## src/rtl/gg_vlc_block_pack.sv

```systemverilog
// CAVLC residual-block bitstream writer: packs coded symbols MSB-first
// into a left-justified window tagged with a one-hot end marker.
module gg_vlc_block_pack #(
  parameter int WIDTH  = 48,
  parameter int CODE_W = 32,
  parameter int LEN_W  = 6
) (
  input  logic              clk,
  input  logic              reset,
  input  logic              sym_valid,
  output logic              sym_ready,
  input  logic [CODE_W-1:0] sym_code,
  input  logic [LEN_W-1:0]  sym_len,
  input  logic              sym_last,
  input  logic [4:0]        sym_nc_idx,
  input  logic              sym_ac_flag,
  output logic              out_valid,
  input  logic              out_ready,
  output logic [WIDTH-1:0]  out_bits,
  output logic [WIDTH-1:0]  out_end,
  output logic [LEN_W-1:0]  out_len,
  output logic [4:0]        out_nc_idx,
  output logic              out_ac_flag,
  output logic              out_err
);

  typedef enum logic {ACCUM, HOLD} state_t;

  localparam logic [LEN_W:0] LP_WIDTH = (LEN_W+1)'(WIDTH);
  localparam logic [LEN_W:0] LP_MAX   = (LEN_W+1)'(WIDTH-1);
  localparam logic [LEN_W:0] LP_CODE  = (LEN_W+1)'(CODE_W);
  localparam logic [WIDTH-1:0] LP_TOP = {1'b1, {(WIDTH-1){1'b0}}};

  state_t r_state;
  state_t w_next;

  logic [WIDTH-1:0]  r_window;
  logic [LEN_W-1:0]  r_pos;
  logic              r_err;
  logic              r_started;
  logic [4:0]        r_nc_idx;
  logic              r_ac_flag;

  logic [CODE_W-1:0] w_mask;
  logic [CODE_W-1:0] w_code;
  logic [LEN_W:0]    w_sum;
  logic [LEN_W:0]    w_shamt;
  logic [WIDTH-1:0]  w_ins;
  logic              w_bad;
  logic              w_acc;
  logic              w_rel;

  always_comb begin
    w_mask = '0;
    for (int i = 0; i < CODE_W; i++)
      w_mask[i] = ({1'b0, sym_len} > (LEN_W+1)'(i));
  end

  assign w_code  = sym_code & w_mask;
  assign w_sum   = {1'b0, r_pos} + {1'b0, sym_len};
  assign w_bad   = ({1'b0, sym_len} > LP_CODE) || (w_sum > LP_MAX);
  // code LSB lands at WIDTH-pos-len; never negative once w_bad is clear
  assign w_shamt = LP_WIDTH - w_sum;
  assign w_ins   = {{(WIDTH-CODE_W){1'b0}}, w_code} << w_shamt;

  assign w_acc = sym_valid & sym_ready;
  assign w_rel = out_valid & out_ready;

  always_ff @(posedge clk or posedge reset) begin
    if (reset) r_state <= ACCUM;
    else       r_state <= w_next;
  end

  always_comb begin
    w_next    = r_state;
    sym_ready = 1'b0;
    out_valid = 1'b0;
    unique case (r_state)
      ACCUM: begin
        sym_ready = 1'b1;
        if (sym_valid && sym_last) w_next = HOLD;
      end
      HOLD: begin
        out_valid = 1'b1;
        if (out_ready) w_next = ACCUM;
      end
      default: w_next = ACCUM;
    endcase
  end

  always_ff @(posedge clk or posedge reset) begin
    if (reset) begin
      r_window  <= '0;
      r_pos     <= '0;
      r_err     <= 1'b0;
      r_started <= 1'b0;
      r_nc_idx  <= '0;
      r_ac_flag <= 1'b0;
    end else if (w_rel) begin
      r_window  <= '0;
      r_pos     <= '0;
      r_err     <= 1'b0;
      r_started <= 1'b0;
    end else if (w_acc) begin
      r_started <= 1'b1;
      if (!r_started) begin
        r_nc_idx  <= sym_nc_idx;
        r_ac_flag <= sym_ac_flag;
      end
      if (w_bad) begin
        r_err <= 1'b1;
      end else begin
        r_window <= r_window | w_ins;
        r_pos    <= w_sum[LEN_W-1:0];
      end
    end
  end

  assign out_bits    = r_window;
  assign out_end     = LP_TOP >> r_pos;
  assign out_len     = r_pos;
  assign out_nc_idx  = r_nc_idx;
  assign out_ac_flag = r_ac_flag;
  assign out_err     = r_err;

endmodule

```

## config.mk

```make
export PLATFORM = sky130hd
export DESIGN_NAME = gg_vlc_block_pack
export DESIGN_NICKNAME = d
export VERILOG_FILES = /design/src/rtl/gg_vlc_block_pack.sv
export SDC_FILE = /design/constraint.sdc
export NUM_CORES = 1
export LEC_CHECK = 0
export BUFFER_PORTS_ARGS = -buffer_cell sky130_fd_sc_hd__clkbuf_2
export CAP_MARGIN = 20
export CORE_MARGIN = 4
export CORE_UTILIZATION = 59
export CTS_CLUSTER_DIAMETER = 30
export DETAILED_ROUTE_END_ITERATION = 10
export PLACE_DENSITY_LB_ADDON = 0.2
export SLEW_MARGIN = 40
export SYNTH_ARGS = -nofsm -noshare
export SYNTH_HDL_FRONTEND = slang
export SYNTH_SLANG_ARGS = --single-unit
```

## constraint.sdc

```tcl
create_clock -name clk -period 10.4 [get_ports clk]
set_clock_uncertainty 0.1 [all_clocks]
set_input_delay 0.52 -clock clk [delete_from_list [all_inputs] [get_ports clk]]
set_output_delay 0.52 -clock clk [all_outputs]
set_load 0.01 [all_outputs]
```

### Word-level counts from Yosys, hierarchy flattened

Cells that the tools add are included.
Widths: inputs -> output; s select.

* flip-flop bits (word level): 63
* input port bits: 49
* output and inout bits: 111
* word-level logic and storage cells: 76

* $add $sub $neg: 2
* magnitude comparators: 34
* eq/ne operators: 1
* shift-type cells: 2
* mux-type cells: 16
* bitwise logic cells: 7
* reduce and logical (&&, ||, !) cells: 7

Operators with widths (number)
* $mux 48: 3
* $gt 6x5->1 const B: 16
* $gt 6x4->1 const B: 8
* $or 48x48->48: 1
* $shl 32x7->48: 1
* $shr 48x6->48 const A: 1
* $and 32x32->32: 1
* $gt 6x3->1 const B: 4
* $mux 6: 3
* $gt 6x1->1 const B: 2
* $gt 6x2->1 const B: 2
* $mux 1: 9
* $add 6x6->7: 1
* $gt 7x6->1 const B: 1
* $sub 6x7->7 const A: 1
* $gt 6x6->1 const B: 1
* $reduce_and 2->1: 2
* $reduce_bool 2->1: 2
* $not 1->1: 3
* $reduce_and 3->1: 1
* $and 1x1->1: 2
* $ne 2x1->1 const B: 1
* $pmux 1 s2: 1
* $logic_and 1x1->1: 1
* $logic_or 1x1->1: 1

### Longest topological paths before layout

Gate-level depths: netlist of the first run.

* depth in word-level cells: 7
* mapped depth: 13
* mapped depth without buffers: 11

### Worst setup path before layout of the first run

No wires, ideal clock.

* path kind: input to register
* start: input port sym_len[0]
* end: register r_window[20] (netlist: out_bits[20])
* library setup time: 0.127 ns
* arrival time: 3.455 ns
* data required time: 10.173 ns
* slack: 6.718 ns
* stages: 12
* path buffers: 4
* cell sequence: ha_1 -> inv_1 -> clkbuf_1 -> buf_1 -> ha_1 -> xor3_1 -> buf_2 -> buf_2 -> mux4_2 -> mux2_2 -> a221oi_1 -> nor2_1

* longest elaborated chain between the ends: 7
* elaborated cells between the ends (all ways): 45
* classes of those cells: add/sub: 2; order compare: 34; eq/ne: 1; shift: 1; mux: 3; bitwise: 2; reduce/logical: 2

RTL lines
* start: declaration: line 13 `input logic [LEN_W-1:0] sym_len,`
* $add 6x6->7, or another cell as far along: line 60 `assign w_sum = {1'b0, r_pos} + {1'b0, sym_len};`
* $sub 6x7->7 / $and 32x32->32 (equally long branches): line 63, 59
* $shl 32x7->48: line 64 `assign w_ins = {{(WIDTH-CODE_W){1'b0}}, w_code} << w_shamt;`
* $or 48x48->48: line 113 `r_window <= r_window | w_ins;`
* $mux 48: line 110 `if (w_bad) begin`
* $mux 48: line 104 `end else if (w_acc) begin`
* $mux 48: line 99 `end else if (w_rel) begin`
* end signal: assignment: line 113
* end: declaration: line 37 `logic [WIDTH-1:0] r_window;`

Several ways; a longest one is shown, not always the timed one. The select of a mux whose other input is x is not followed.
A chain may end at the register's enable or synchronous reset.

### Worst setup path after layout of the first run

* start: register r_pos[0] (netlist: out_len[0])
* end: register r_window[43] (netlist: out_bits[43])

* longest elaborated chain between the ends: 7
* elaborated cells between the ends (all ways): 11
* classes of those cells: add/sub: 2; order compare: 1; eq/ne: 1; shift: 1; mux: 3; bitwise: 1; reduce/logical: 2

RTL lines
* start: declaration: line 38 `logic [LEN_W-1:0] r_pos;`
* start signal: assignment: line 114 `r_pos <= w_sum[LEN_W-1:0];`
* $add 6x6->7 (*): line 60
* $sub 6x7->7: line 63 `assign w_shamt = LP_WIDTH - w_sum;`
* $shl 32x7->48: line 64
* $or 48x48->48: line 113
* $mux 48: line 110
* $mux 48: line 104
* $mux 48: line 99

Mark *: on every way between the ends. The rest lies on a longest branch, timed or not. The select of a mux whose other input is x is not followed.

==> results of run 1 <==
[worst paths after layout]
kind / slack, ns / from / endpoint
worst max-delay path: 5.87 / out_len[0]$_DFFE_PP0P_ / out_bits[43]$_DFFE_PP0P_
worst min-delay path: 0.18 / reset / out_nc_idx[2]$_DFFE_PP0P_
worst max register to register: 5.87 / out_len[0]$_DFFE_PP0P_ / out_bits[43]$_DFFE_PP0P_
worst min register to register: 0.39 / out_bits[37]$_DFFE_PP0P_ / out_bits[37]$_DFFE_PP0P_
max in group asynchronous: 9.63 / reset / out_bits[38]$_DFFE_PP0P_
min in group clk: 0.30 / sym_nc_idx[1] / out_nc_idx[1]$_DFFE_PP0P_
[worst max-delay path: cells and delay by family, from the launching register on]
family	cells	cell delay, ns
AOI/OAI and AO/OA	4	1.39
adders and majority gates	3	1.14
buffers and inverters	2	1.12
DFF	1	0.59
and+or+nand+nor	1	0.07
[power by group through the flow]
stage	Sequential (mW)	Combinational (mW)	Clock, mW
6_report	0.404	2.32	0.213
3_3_place_gp	0.400	2.19	0
5_1_grt	0.412	2.49	0.223
2_1_floorplan	0.418	1.61	0
3_5_place_dp	0.405	2.23	0
4_1_cts	0.401	2.24	0.212
[cells by family (layout without fill, tap and decap cells)]
kind of cell             count (synthesis)  in the layout
adder cells (fa/ha/maj)                 10             10
flip-flops                              63             63
XOR/XNOR                                 7              7
multiplexers                            45             45
AND/OR/NAND/NOR                        303            303
buffers and inverters                   77            199
AO/OA/AOI/OAI                          264            264
[cell usage in the layout, fill, tap and decap left out, drive strengths merged, types with 6 or more instances in the layout]
master     n
a2111oi   13
a211oi    22
a21o       9
a21oi     48
a221oi     8
a22oi     10
a31oi     10
and2       6
and3      10
buf       12
clkbuf   169
dfrtp     63
ha         8
inv       11
mux2      15
mux2i     20
mux4      10
nand2     64
nand2b    18
nand3     23
nor2     109
nor2b      7
nor3      27
nor4       9
o211a      7
o211ai    19
o21a      10
o21ai     35
o221ai     7
o22ai      9
o311ai     7
o31ai     10
or2        8
[final cells by class]
type | instances | area (sq um) | share of cell area (%)
clock buffer | 10 | 127.6 | 1.783
timing repair buffer | 171 | 889.6 | 12.43
clock inverter | 6 | 61.31 | 0.8565
sequential | 63 | 1577 | 22.02
inverter | 12 | 45.04 | 0.6293
multi-input combinational | 629 | 4288 | 59.90
tap | 136 | 170.2 | 2.377
[metal layers]
metal | GRT usage (%) | part of all wire, % | vias up
li1 | - | - | 3171
met1 | 43.96 | 38 | 3365
met2 | 58.45 | 48 | 431
met3 | 7.804 | 9.5 | 73
met4 | 13.72 | 3.9 | 0
met5 | 0 | 0 | -
[through the flow]
| step | setup WS (ns) | utilization (%) | power, mW | hold slack, ns | cells |
|---|---|---|---|---|---|
| 6_report | 5.868 | 69.65 | 2.940 | 0.1832 | 1027 |
| 5_1_grt | 5.567 | 69.65 | 3.122 | 0.2380 | 1027 |
| 4_1_cts | 6.225 | 69.47 | 2.857 | 0.3000 | 1027 |
| 3_5_place_dp | 5.899 | 67.63 | 2.633 | 0.3720 | 1011 |
| 3_3_place_gp | 6.015 | 67.52 | 2.585 | 0.3643 | 1011 |
| 2_1_floorplan | 6.718 | - | 2.032 | 0.4162 | 769 |
[registers in the layout, summed over array words and instances, names as in the netlist]
name	flops
out_err	1
out_len	6
r_started	1
out_bits	48
r_state	1
out_ac_flag	1
out_nc_idx	5
==> impl_metrics.csv, run 1 <==
group,metric,value,unit
finish,antenna_cells,0,
detailed_routing,wirelength,21680,um
floorplan,core.rowCount,37,
hold_path,hp-class,"primary input to async pin",
global_route,grt_use_total,34.97,%
place,numPortBuffers,159,
logic_synthesis,synth_simple_gate_area_share,24.15,%
power,leakagePower,3.230,nW
setup_path,worst-path-max-fanout,39,
detailed_routing,wl_per_cell,21.11,um
setup_path,crit_type,"register to register",
logic_synthesis,syn_nets,827,
finish,finalNetCount,944,
global_route,grt_pass1_wl,33020,um
floorplan,die_x,110.3,um
setup_path,crit_slowest_cell,"clkinv_1",
detailed_routing,postRouteAntennaNets,0,
logic_synthesis,syn_area_per_cell,8.023,sq um
logic_synthesis,synth_top_area_share,25.55,%
timing,min_period,4.532,ns
place,gp_congestion,1.017,
timing,tns,0,ns
floorplan,core-area,10280,sq um
detailed_routing,firstDrtPassIters,6,
power,powerDensity,410.8,nW/um^2
setup_path,ff2ff_path_depth,10,
power,combPwrFrac,79.0,%
logic_synthesis,syn_inst,769,
logic_synthesis,synth_ff_type,"dfrtp_1",
setup_path,worst_setup_path_end_kind,"register",
detailed_routing,drt-initial-drc-count,852,
floorplan,die_h,110.3,um
clocking,cts_resized,0,
logic_synthesis,synth_xor_area_share,1.825,%
timing,rsz0062_at_grt,"no",
power,ir_drop,0.0002757,V
timing,worst_pin_slew,0.7886,ns
clocking,ctsRootBufferMaster,"clkbuf_8",
clocking,cts_tree,"built",
global_route,overflow,0,
detailed_routing,vias_per_cell,6.855,
logic_synthesis,synth-compound-area-share,31.35,%
setup_path,cp_slowest_stage_delay,0.75,ns
power,swShare,56.42,%
logic_synthesis,synth-edff-count,0,
timing,period_share,43.57,%
clocking,cts_buffers,9,
floorplan,ios,160,
finish,fillCellCount,861,
power,power.switching,1.659,mW
logic_synthesis,ys_seq_area_share,25.55,%
clocking,clock_path_buffers,2,
global_route,grt_pass1_vias,6332,
timing,fmax,0.2207,GHz
setup_path,cpMostUsedCell,"ha_1",
clocking,clkTransAtPathRegs,0.07,ns
timing,max_slew_margin,47.10,%
setup_path,worstPathCellList,"ha_1, fa_1, ha_1, buf_4, clkinv_1, a211oi_1, a2111oi_0, a211oi_2, nor2_1, o32a_1",
timing,slew_viol_final,0,
logic_synthesis,synth.area.top_cells,"dfrtp_1 26%, nor2_1 6.6%, nand2_1 3.9%",
logic_synthesis,synthesis.area,6170,sq um
logic_synthesis,async_reset_ff_share,100.0,%
finish,area_delta_synth_final,16.02,%
power,clock_power_share,7.2,%
power,seq_power_share,13.7,%
detailed_routing,drcViolationCount,0,
setup_path,cp.required,10.53,ns
global_route,grt_max_degree,64,
floorplan,dieArea,12160,sq um
logic_synthesis,ys_ff_latch,63,
detailed_routing,vias,7040,
logic_synthesis,synth_top_family_by_area,"compound AO/OA/AOI/OAI gates",
clocking,post-cts-setup-buffers,0,
logic_synthesis,synth_top_cells_by_count,"108 x nor2_1, 64 x nand2_1, 63 x dfrtp_1, 47 x a21oi_1",
outcome,status,"complete, no violations",
power,p_int,1.281,mW
clocking,postCtsHoldBufs,0,
logic_synthesis,muxShareOfSynthArea,9.633,%
finish,drive_gt1_share,28.40,%
logic_synthesis,synthDistinctLibCells,86,
logic_synthesis,yosys_warnings,0,
run,cap_viol_max_count,0,
floorplan,initial_utilization,60.03,%
logic_synthesis,synthAdderAreaFrac,2.109,%
place,dp_hpwl,16000,um
clocking,clkLatencyLatePin,0.34,ns
logic_synthesis,synth_most_common_cell,"nor2_1",
setup_path,crit_arrival,4.66,ns
clocking,clock-sinks,63,
clocking,htree_levels,3,
place,dpl_cell_area,6950,sq um
global_route,antenna_found_initial,0,
timing,finalHoldViolations,0,
timing,setup_viol,0,
logic_synthesis,yosys.area.top_type,"dfrtp_1",
finish,design_area,7158,sq um
setup_path,startpoint_type,"register",
(Power assumes the default switching activity.)
==> run 2, diff against run 1 <==
--- a/config.mk
+++ b/config.mk
@@ -8,7 +8,7 @@
 export BUFFER_PORTS_ARGS = -buffer_cell sky130_fd_sc_hd__clkbuf_2
 export CAP_MARGIN = 20
 export CORE_MARGIN = 4
-export CORE_UTILIZATION = 59
+export CORE_UTILIZATION = 49
 export CTS_CLUSTER_DIAMETER = 30
 export DETAILED_ROUTE_END_ITERATION = 10
 export PLACE_DENSITY_LB_ADDON = 0.2
==> constraint.sdc (replaced) <==
create_clock -name clk -period 4 [get_ports clk]
set_clock_uncertainty 0.1 [all_clocks]
set_input_delay 0.2 -clock clk [delete_from_list [all_inputs] [get_ports clk]]
set_output_delay 0.2 -clock clk [all_outputs]
set_load 0.01 [all_outputs]
==> run 2 against run 1 <==
  * Flip-flop and latch count did not move
  * Clock power rose to 4.0 times the previous value
  * Total power rose to 2.8 times the previous value
  * Non-clock buffer count rose by 30
  * Cell count rose by 6.0%
  * Maximum frequency rose by 22%
  * Register-to-register slack got worse by 5.6 ns
  * Clock-buffer cell count fell by 1
  * Via count rose by 0.26%
==> impl_metrics.csv, run 2 (same netlist as run 1, synthesis figures left out) <==
group,metric,value,unit
outcome,status,"complete, no violations",
global_route,grt_use_total,31.64,%
timing,timing.hold.ws,0.004734,ns
clocking,clock-sinks,63,
timing,fmax,0.2684,GHz
setup_path,worstPathCellList,"ha_2, fa_1, inv_1, ha_1, xnor3_1, buf_12, nor4_1, nor2_1, a22oi_1, a21oi_1, a21boi_0, o31ai_1",
finish,drive_gt1_share,30.08,%
clocking,clkLatencyLatePin,0.34,ns
global_route,grt_pass1_wl,36430,um
setup_path,cp_slowest_stage_delay,0.60,ns
floorplan,core.rowCount,40,
timing,finalHoldViolations,0,
floorplan,dieArea,14450,sq um
finish,final_common_cell,"clkbuf_2",
floorplan,initial_utilization,50.73,%
clocking,htree_levels,3,
floorplan,core-area,12160,sq um
detailed_routing,highest_layer,"met4",
detailed_routing,postRouteAntennaNets,0,
detailed_routing,drcViolationCount,0,
detailed_routing,wirelength,23420,um
finish,largest_register_ffs,48,
detailed_routing,drt-initial-drc-count,773,
hold_path,hp-class,"primary input to register",
floorplan,ios,160,
finish,fin_util,62.45,%
floorplan,die_h,120.2,um
setup_path,startpoint_type,"register",
timing,min_period,3.726,ns
setup_path,worst_setup_path_end_kind,"register",
power,clock_power_share,10.2,%
power,swShare,53.40,%
timing,worst_pin_slew,0.7123,ns
detailed_routing,wl_per_cell,21.50,um
setup_path,cp_top_family,"adder cells",
setup_path,crit_type,"register to register",
finish,seq_area,1577,sq um
global_route,overflow,0,
clocking,cts_buffers,9,
power,powerDensity,1103,nW/um^2
floorplan,die_x,120.2,um
detailed_routing,wl_met2,11620,um
finish,fillCellCount,1082,
timing,slew_viol_final,0,
place,dp_hpwl,17520,um
power,power.switching,4.472,mW
finish,finalNetCount,974,
power,seq_power_share,12.1,%
clocking,ctsRootBufferMaster,"clkbuf_16",
clocking,clkTransAtPathRegs,0.06,ns
timing,layout_setup_ws,0.2741,ns
place,place_ws,0.2440,ns
detailed_routing,vias_per_cell,6.481,
timing,period_share,93.15,%
timing,setup_viol,0,
power,ir_drop,0.0006213,V
place,gp_congestion,0.9210,
detailed_routing,m1WireLength,9285,um
power,combPwrFrac,77.7,%
setup_path,crit_buf_inv,2,
finish,multi_input_area,4278,sq um
run,cap_viol_max_count,0,
setup_path,crit_arrival,3.87,ns
global_route,grt_max_degree,38,
setup_path,worst-path-max-fanout,35,
timing,tns,0,ns
global_route,antenna_found_initial,0,
clocking,cts_tree,"built",
global_route,grt_pass1_vias,6712,
setup_path,crit_slowest_cell,"fa_1",
finish,final_cell_mix,"159 x clkbuf_2, 108 x nor2_1, 63 x nand2_1, 63 x dfrtp_1, 47 x a21oi_1",
power,leakagePower,3.437,nW
detailed_routing,firstDrtPassIters,5,
setup_path,cp.required,4.14,ns
clocking,clock_path_buffers,2,
timing,rsz0062_at_grt,"no",
power,p_int,3.903,mW
finish,area_delta_synth_final,23.10,%
finish,antenna_cells,0,
place,numPortBuffers,159,
timing,max_slew_margin,52.34,%
detailed_routing,vias,7058,
detailed_routing,wl_met3,1877,um
run 2: power groups by stage:
stage | Sequential, mW | Combinational, mW | Clock [mW]
floorplan | 1.09 | 4.20 | 0
global placement | 1.01 | 6.25 | 0
detailed placement | 1.02 | 6.33 | 0
CTS | 1.01 | 6.36 | 0.856
global route | 1.04 | 6.96 | 0.893
finish | 1.01 | 6.51 | 0.851
run 2: worst paths after layout:
kind,startpoint,end,slack [ns],cells after the start
worst max register to register,out_len[0]$_DFFE_PP0P_,out_bits[38]$_DFFE_PP0P_,0.27,12
worst max-delay path,out_len[0]$_DFFE_PP0P_,out_bits[38]$_DFFE_PP0P_,0.27,12
worst min register to register,out_bits[27]$_DFFE_PP0P_,out_bits[27]$_DFFE_PP0P_,0.38,1
worst min-delay path,sym_nc_idx[4],out_nc_idx[4]$_DFFE_PP0P_,0.005,2
min in group asynchronous,reset,out_bits[33]$_DFFE_PP0P_,0.39,3
max in group asynchronous,reset,out_bits[1]$_DFFE_PP0P_,2.52,4
run 2: cell type report:
| class | count | area share, % |
|---|---|---|
| well taps | 168 | 2.768 |
| flip-flops and latches | 63 | 20.76 |
| repair buffers | 201 | 15.32 |
| clock buffers | 9 | 2.965 |
| clock inverters | 7 | 1.269 |
| inverters | 12 | 0.5931 |
| multi-input cells | 629 | 56.33 |
run 2: stage by stage:
step | power (mW) | instance area, sq um | instances
2_1_floorplan | 5.283 | 6170 | 769
3_5_place_dp | 7.347 | 7203 | 1067
4_1_cts | 8.229 | 7585 | 1089
6_report | 8.375 | 7595 | 1089
3_3_place_gp | 7.263 | 7199 | 1067
5_1_grt | 8.890 | 7595 | 1089
run 2: routing by layer:
metal,GRT usage [%],vias up
li1,-,3235
met1,40.82,3378
met2,55.50,392
met3,4.677,53
met4,8.569,0
met5,0,-
run 2: worst reg2reg max path, cell delays in order (launching register included):
cell and delay (ns):
dfrtp_1 0.38, ha_2 0.20, fa_1 0.60, inv_1 0.09
ha_1 0.25, xnor3_1 0.39, buf_12 0.19, nor4_1 0.49
nor2_1 0.09, a22oi_1 0.36, a21oi_1 0.14, a21boi_0 0.15
o31ai_1 0.20
run 2: what timing repair did:
item                       CTS  global route
gates resized for setup      0             3
buffers inserted             0             0
hold buffers                 6             0
hold endpoints to repair    34             0
setup endpoints to repair    0             4
